### config.mk
export PLATFORM = sky130hd
export DESIGN_NAME = blink_code_sequencer
export DESIGN_NICKNAME = d
export VERILOG_FILES = /design/src/rtl/blink_code_pkg.sv /design/src/rtl/rr_pick.sv /design/src/rtl/blink_code_sequencer.sv
export SDC_FILE = /design/constraint.sdc
export NUM_CORES = 1
export LEC_CHECK = 0
export CAP_MARGIN = 10
export CORE_MARGIN = 8
export CORE_UTILIZATION = 53
export DETAILED_ROUTE_END_ITERATION = 7
export GPL_TIMING_DRIVEN = 0
export HOLD_SLACK_MARGIN = 0.02
export PLACE_DENSITY = 0.8
export SKIP_LAST_GASP = 1
export SLEW_MARGIN = 20
export SYNTH_ARGS = -nofsm -noshare
export SYNTH_HDL_FRONTEND = slang
export SYNTH_HIERARCHICAL = 1
export SYNTH_SLANG_ARGS = --single-unit
### constraint.sdc
create_clock -name clk_i -period 2.5 [get_ports clk_i]
set_clock_uncertainty 0.2 [all_clocks]
set_input_delay 0.5 -clock clk_i [delete_from_list [all_inputs] [get_ports clk_i]]
set_output_delay 0.5 -clock clk_i [all_outputs]
set_load 0.005 [all_outputs]
### src/rtl/blink_code_pkg.sv
// blink_code_pkg
// Shared definitions for the blink code sequencer:
//   - 2-bit state encoding of the blink engine (IDLE, ON, OFF, GAP)
//   - cnt_width(): phase counter width able to hold the longest phase
//   - id_width():  width of a source index for a given source count
package blink_code_pkg;

  localparam logic [1:0] ST_IDLE = 2'd0;
  localparam logic [1:0] ST_ON   = 2'd1;
  localparam logic [1:0] ST_OFF  = 2'd2;
  localparam logic [1:0] ST_GAP  = 2'd3;

  // The counter is loaded with duration-1, so the widest value it must hold is
  // max-1; sizing for max+1 keeps a margin and matches the documented formula.
  function automatic int cnt_width(input int on_c, input int off_c, input int gap_c);
    int m;
    m = on_c;
    if (off_c > m) m = off_c;
    if (gap_c > m) m = gap_c;
    return $clog2(m + 1);
  endfunction

  function automatic int id_width(input int n);
    return (n < 2) ? 1 : $clog2(n);
  endfunction

endpackage

### src/rtl/rr_pick.sv
// rr_pick
// Combinational round-robin first-one finder.
//   req   : request vector, one bit per source
//   ptr   : index served last; the search starts at ptr+1 and wraps modulo N
//   valid : at least one request is set
//   idx   : first set request found in search order (ptr when none)
module rr_pick #(
  parameter int N   = 4,
  parameter int IDW = 2
) (
  input  logic [N-1:0]   req,
  input  logic [IDW-1:0] ptr,
  output logic           valid,
  output logic [IDW-1:0] idx
);

  logic [IDW-1:0] pos;

  // Walk N positions starting just after ptr; the first hit is kept.
  always_comb begin
    pos   = ptr;
    valid = 1'b0;
    idx   = ptr;
    for (int i = 0; i < N; i++) begin
      pos = (pos == IDW'(N - 1)) ? '0 : pos + 1'b1;
      if (!valid && req[pos]) begin
        valid = 1'b1;
        idx   = pos;
      end
    end
  end

endmodule

### src/rtl/blink_code_sequencer.sv
// blink_code_sequencer
// Shares one status LED between NUM_EVENTS sources. Each rising edge on a
// source latches a pending request; a round-robin scheduler shows one request
// at a time as a blink code (source k -> k+1 pulses, then a dark gap).
// Ports:
//   clk_i        system clock
//   reset_n_i    synchronous active-low reset
//   event_i      asynchronous event levels, rising edges counted
//   enable_i     high permits new codes to be granted
//   led_o        registered LED drive
//   busy_o       a code is in progress
//   active_id_o  index of the code in progress (held while idle)
//   pending_o    latched, not-yet-served requests
//   dropped_o    one-clock pulse when an edge hits an already pending source
module blink_code_sequencer
  import blink_code_pkg::*;
#(
  parameter int SYSTEM_CLOCK = 50000000,
  parameter int NUM_EVENTS   = 4,
  parameter int ON_CYCLES    = SYSTEM_CLOCK / 8,
  parameter int OFF_CYCLES   = SYSTEM_CLOCK / 8,
  parameter int GAP_CYCLES   = SYSTEM_CLOCK / 2
) (
  input  logic                          clk_i,
  input  logic                          reset_n_i,
  input  logic [NUM_EVENTS-1:0]         event_i,
  input  logic                          enable_i,
  output logic                          led_o,
  output logic                          busy_o,
  output logic [$clog2(NUM_EVENTS)-1:0] active_id_o,
  output logic [NUM_EVENTS-1:0]         pending_o,
  output logic                          dropped_o
);

  localparam int IDW = id_width(NUM_EVENTS);
  localparam int CW  = cnt_width(ON_CYCLES, OFF_CYCLES, GAP_CYCLES);
  localparam int BW  = IDW + 1;

  localparam logic [CW-1:0] ON_LD  = CW'(ON_CYCLES - 1);
  localparam logic [CW-1:0] OFF_LD = CW'(OFF_CYCLES - 1);
  localparam logic [CW-1:0] GAP_LD = CW'(GAP_CYCLES - 1);

  logic [NUM_EVENTS-1:0] sync_p0, sync_p1, sync_p2;
  logic [NUM_EVENTS-1:0] rise, clr;
  logic [1:0]            state, state_nxt;
  logic [CW-1:0]         cnt;
  logic [BW-1:0]         blinks_left;
  logic [IDW-1:0]        ptr, pick_idx;
  logic                  pick_vld, grant, phase_done, led_d;

  // Stages p0/p1: two-flop synchroniser. Stage p2: edge register.
  // Left out of reset so a level already high at reset release is no edge.
  always_ff @(posedge clk_i) begin
    sync_p0 <= event_i;
    sync_p1 <= sync_p0;
    sync_p2 <= sync_p1;
  end

  assign rise = sync_p1 & ~sync_p2;

  rr_pick #(
    .N   (NUM_EVENTS),
    .IDW (IDW)
  ) u_pick (
    .req   (pending_o),
    .ptr   (ptr),
    .valid (pick_vld),
    .idx   (pick_idx)
  );

  assign phase_done = (cnt == '0);
  assign busy_o     = (state != ST_IDLE);

  always_ff @(posedge clk_i) begin
    if (!reset_n_i) state <= ST_IDLE;
    else            state <= state_nxt;
  end

  always_comb begin
    state_nxt = state;
    grant     = 1'b0;
    case (state)
      ST_IDLE: begin
        if (enable_i && pick_vld) begin
          grant     = 1'b1;
          state_nxt = ST_ON;
        end
      end
      ST_ON:   if (phase_done) state_nxt = (blinks_left == BW'(1)) ? ST_GAP : ST_OFF;
      ST_OFF:  if (phase_done) state_nxt = ST_ON;
      default: if (phase_done) state_nxt = ST_IDLE;
    endcase
  end

  // LED is registered from the next state so it lines up with the state flop.
  always_comb begin
    led_d = (state_nxt == ST_ON);
  end

  always_comb begin
    clr = '0;
    if (grant) clr[pick_idx] = 1'b1;
  end

  always_ff @(posedge clk_i) begin
    if (!reset_n_i) begin
      led_o       <= 1'b0;
      pending_o   <= '0;
      dropped_o   <= 1'b0;
      ptr         <= IDW'(NUM_EVENTS - 1);
      active_id_o <= '0;
      cnt         <= '0;
      blinks_left <= '0;
    end else begin
      led_o <= led_d;
      // A fresh edge on the id being granted re-arms it rather than dropping.
      pending_o <= (pending_o & ~clr) | rise;
      dropped_o <= |(rise & pending_o & ~clr);
      if (grant) begin
        ptr         <= pick_idx;
        active_id_o <= pick_idx;
        blinks_left <= {1'b0, pick_idx} + 1'b1;
      end else if (state == ST_ON && phase_done) begin
        blinks_left <= blinks_left - 1'b1;
      end
      // Load duration-1 on every phase entry, then count down to zero.
      if (state_nxt != state) begin
        case (state_nxt)
          ST_ON:   cnt <= ON_LD;
          ST_OFF:  cnt <= OFF_LD;
          ST_GAP:  cnt <= GAP_LD;
          default: cnt <= '0;
        endcase
      end else if (!phase_done) begin
        cnt <= cnt - 1'b1;
      end
    end
  end

endmodule

==> results_dict.tcl <==
set metrics [dict create \
    antenna_found_initial 0 \
    finalSetupViolations 28 \
    reg2reg_depth 10 \
    clkPwrFrac_pct 10.4 \
    p_switching_mw 2.322 \
    max_slew_margin_pct 46.16 \
    yosysTopAreaCell "dfxtp_1" \
    hold_violations 0 \
    cts_buffers 5 \
    dp_hpwl_um 4327 \
    async_reset_ff_share_pct 0 \
    yosysWarnings 6 \
    timing.final.ws_setup_ns -0.2096 \
    clk_pin_slew_ns 0.10 \
    cp.arrival_ns 2.69 \
    synth_edf_count 0 \
    yosys.area.top_type_share_pct 39.13 \
    wirelength_um 7775 \
    die_h_um 86.85 \
    synth.most_common_cell "dfxtp_1" \
    drive_gt1_share_pct 32.87 \
    antenna_cells 0 \
    power_density_nw_per_um2 1432 \
    slew_viol_final 0 \
    grt_pass1_wl_um 12300 \
    ys_ff_latch 52 \
    violations "setup timing" \
    internal_power_mw 2.754 \
    sw_frac_of_total_pct 45.74 \
    combPwrFrac_pct 63.2 \
    track_usage_pct 20.39 \
    synthFlopType "dfxtp_1" \
    clock_latency_ns 0.32 \
    fmax_mhz 369.1 \
    vias 2629 \
    holdWs_ns 0.1370 \
    p_leak_nw 1.322 \
    crit_path_max_fanout 6 \
    port_buffers 15 \
    cp-end-kind "flip-flop" \
    start_util_pct 55.58 \
    critPathLaunchType "flip-flop" \
    grt_max_degree 20 \
    die_w_um 86.85 \
    hold_path_class "flip-flop to flip-flop" \
    route.detailed.drc 0 \
    place.gp.congestion 0.9063 \
    htree_levels 2 \
    final_nets 372 \
    final_util_pct 74.07 \
    crit_type "flip-flop to flip-flop" \
    cts_tree "yes" \
    die-area_um2 7542 \
    holdPathStages 0 \
    core_area_um2 4786 \
    ant_nets 0 \
    synth.area.top_cells "dfxtp_1 39%, a21oi_1 4.9%, ha_1 4.7%, nand2_1 4.5%, nor2_1 3.1%" \
    grt_pass1_vias 2532 \
    required_ns 2.48 \
    yosysSeqAreaShare_pct 39.13 \
    seqPwrFrac_pct 26.3 \
    netlist_instances 306 \
    io_pins 16 \
    period_minus_slack_ns 2.710 \
    post_drt_via_cell_ratio 6.215 \
    status "complete, but fails checks" \
    syn_area_per_cell_um2 8.693 \
    timing.final.crit_share_pct 108.4 \
    maxCapViolations 0 \
    first_pass_iters 7 \
    fin_cells 423 \
    rows 25 \
    dp_cells 388 \
    peakVddDrop_uv 1010 \
    ys_types 63 \
    area.growth.synth_to_final_pct 33.25 \
    rsz0062_at_grt "true" \
    netlist_area_um2 2660 \
    wire_per_inst_um 18.38 \
    clockBufferDepth 2 \
    hold_buffers 0 \
    clkSinkCount 52 \
    grt_overflow 0 \
    drt-initial-drc-count 252 \
    dp_slack_ns -0.5364 \
    syn-num-nets 323 \
    worstMarginPinSlew_ns 0.8015 \
    ys_top_cells_by_count "52 x dfxtp_1, 32 x nand2_1, 26 x a21oi_1, 22 x nor2_1, 13 x nand3_1" \
    setup_tns_ns -2.930 \
    cts_root_buffer "clkbuf_8" \
]
==> state kept, by name, summed over array words and instances (netlist names) <==
signal,cells
sync_p2,4
dropped_o,1
cnt,25
blinks_left,3
active_id_o,2
sync_p1,4
led_o,1
sync_p0,4
pending_o,4
ptr,2
state,2
==> path summary, 6_finish.rpt <==
| kind | start | endpoint | slack, ns |
|---|---|---|---|
| min | sync_p0[2]$_DFF_P_ | sync_p1[2]$_DFF_P_ | 0.14 |
| min reg2reg | sync_p0[2]$_DFF_P_ | sync_p1[2]$_DFF_P_ | 0.14 |
| max reg2reg | cnt[8]$_SDFFE_PN0P_ | cnt[17]$_SDFFE_PN0P_ | -0.21 |
| max | cnt[8]$_SDFFE_PN0P_ | cnt[17]$_SDFFE_PN0P_ | -0.21 |
==> critical path, cell delays in order (launching register included) <==
cell and delay, ns:
dfxtp_4 0.36, or4_4 0.56, nor4_4 0.17, buf_6 0.18, nand3_4 0.09, a211o_1 0.33, buf_6 0.14, ha_4 0.26
inv_4 0.04, o21bai_4 0.16, a21oi_1 0.08
==> metrics by stage <==
stage / power, mW / instance area (um2)
6_report: 5.076 / 3545
5_1_grt: 5.337 / 3545
4_1_cts: 4.530 / 3383
3_5_place_dp: 3.366 / 2963
3_3_place_gp: 3.323 / 2963
2_1_floorplan: 2.919 / 2729
==> layout make-up <==
| class | instances | area (um2) |
|---|---|---|
| multi-input cells | 231 | 1807 |
| fillers | 330 | 1241 |
| flip-flops and latches | 52 | 1059 |
| repair buffers | 45 | 386.6 |
| well taps | 67 | 83.83 |
| clock buffers | 5 | 68.82 |
| plain buffers | 7 | 60.06 |
| inverters | 13 | 51.30 |
| clock inverters | 3 | 28.78 |
==> cells in the final DEF, fill, tap and decap left out, types with 6 or more instances in the layout <==
master and count:
buf_4 28, nor2_1 21, a21oi_1 17, clkdlybuf4s50_1 15, inv_1 8, dfxtp_1 44
a21oi_2 9, nand3_1 10, nand2_1 26, nor2b_1 7, xnor2_1 9, xor2_1 9
nor3_1 9, nand2_2 6
==> routing by layer <==
metal	GRT usage (%)	vias up	share of wire, %
li1	-	1204	-
met1	24.22	1236	41
met2	33.80	146	47
met3	4.442	43	6.9
met4	10.02	0	4.7
met5	0	-	0
==> logic make-up after synthesis <==
kind of cell	synth area share, %
buffers and inverters	4.374
DFF	39.13
and+or+nand+nor	27.23
xor gates and xnor gates	5.927
muxes	1.646
adders and majority gates	4.704
AOI/OAI and AO/OA	16.98
==> power by group through the flow <==
stage / clock [mW] / combinational (mW) / sequential (mW)
5_1_grt: 0.567 / 3.41 / 1.36
3_5_place_dp: 0 / 2.07 / 1.30
4_1_cts: 0.531 / 2.70 / 1.30
3_3_place_gp: 0 / 2.04 / 1.28
6_report: 0.530 / 3.21 / 1.34
2_1_floorplan: 0 / 1.68 / 1.24
==> repair_timing <==
action                     in CTS  in global routing
setup buffers                  19                 11
pin swaps                      19                 10
resized for setup              50                 30
setup endpoints to repair      33                 34
Power figures use the tool's default switching activity.
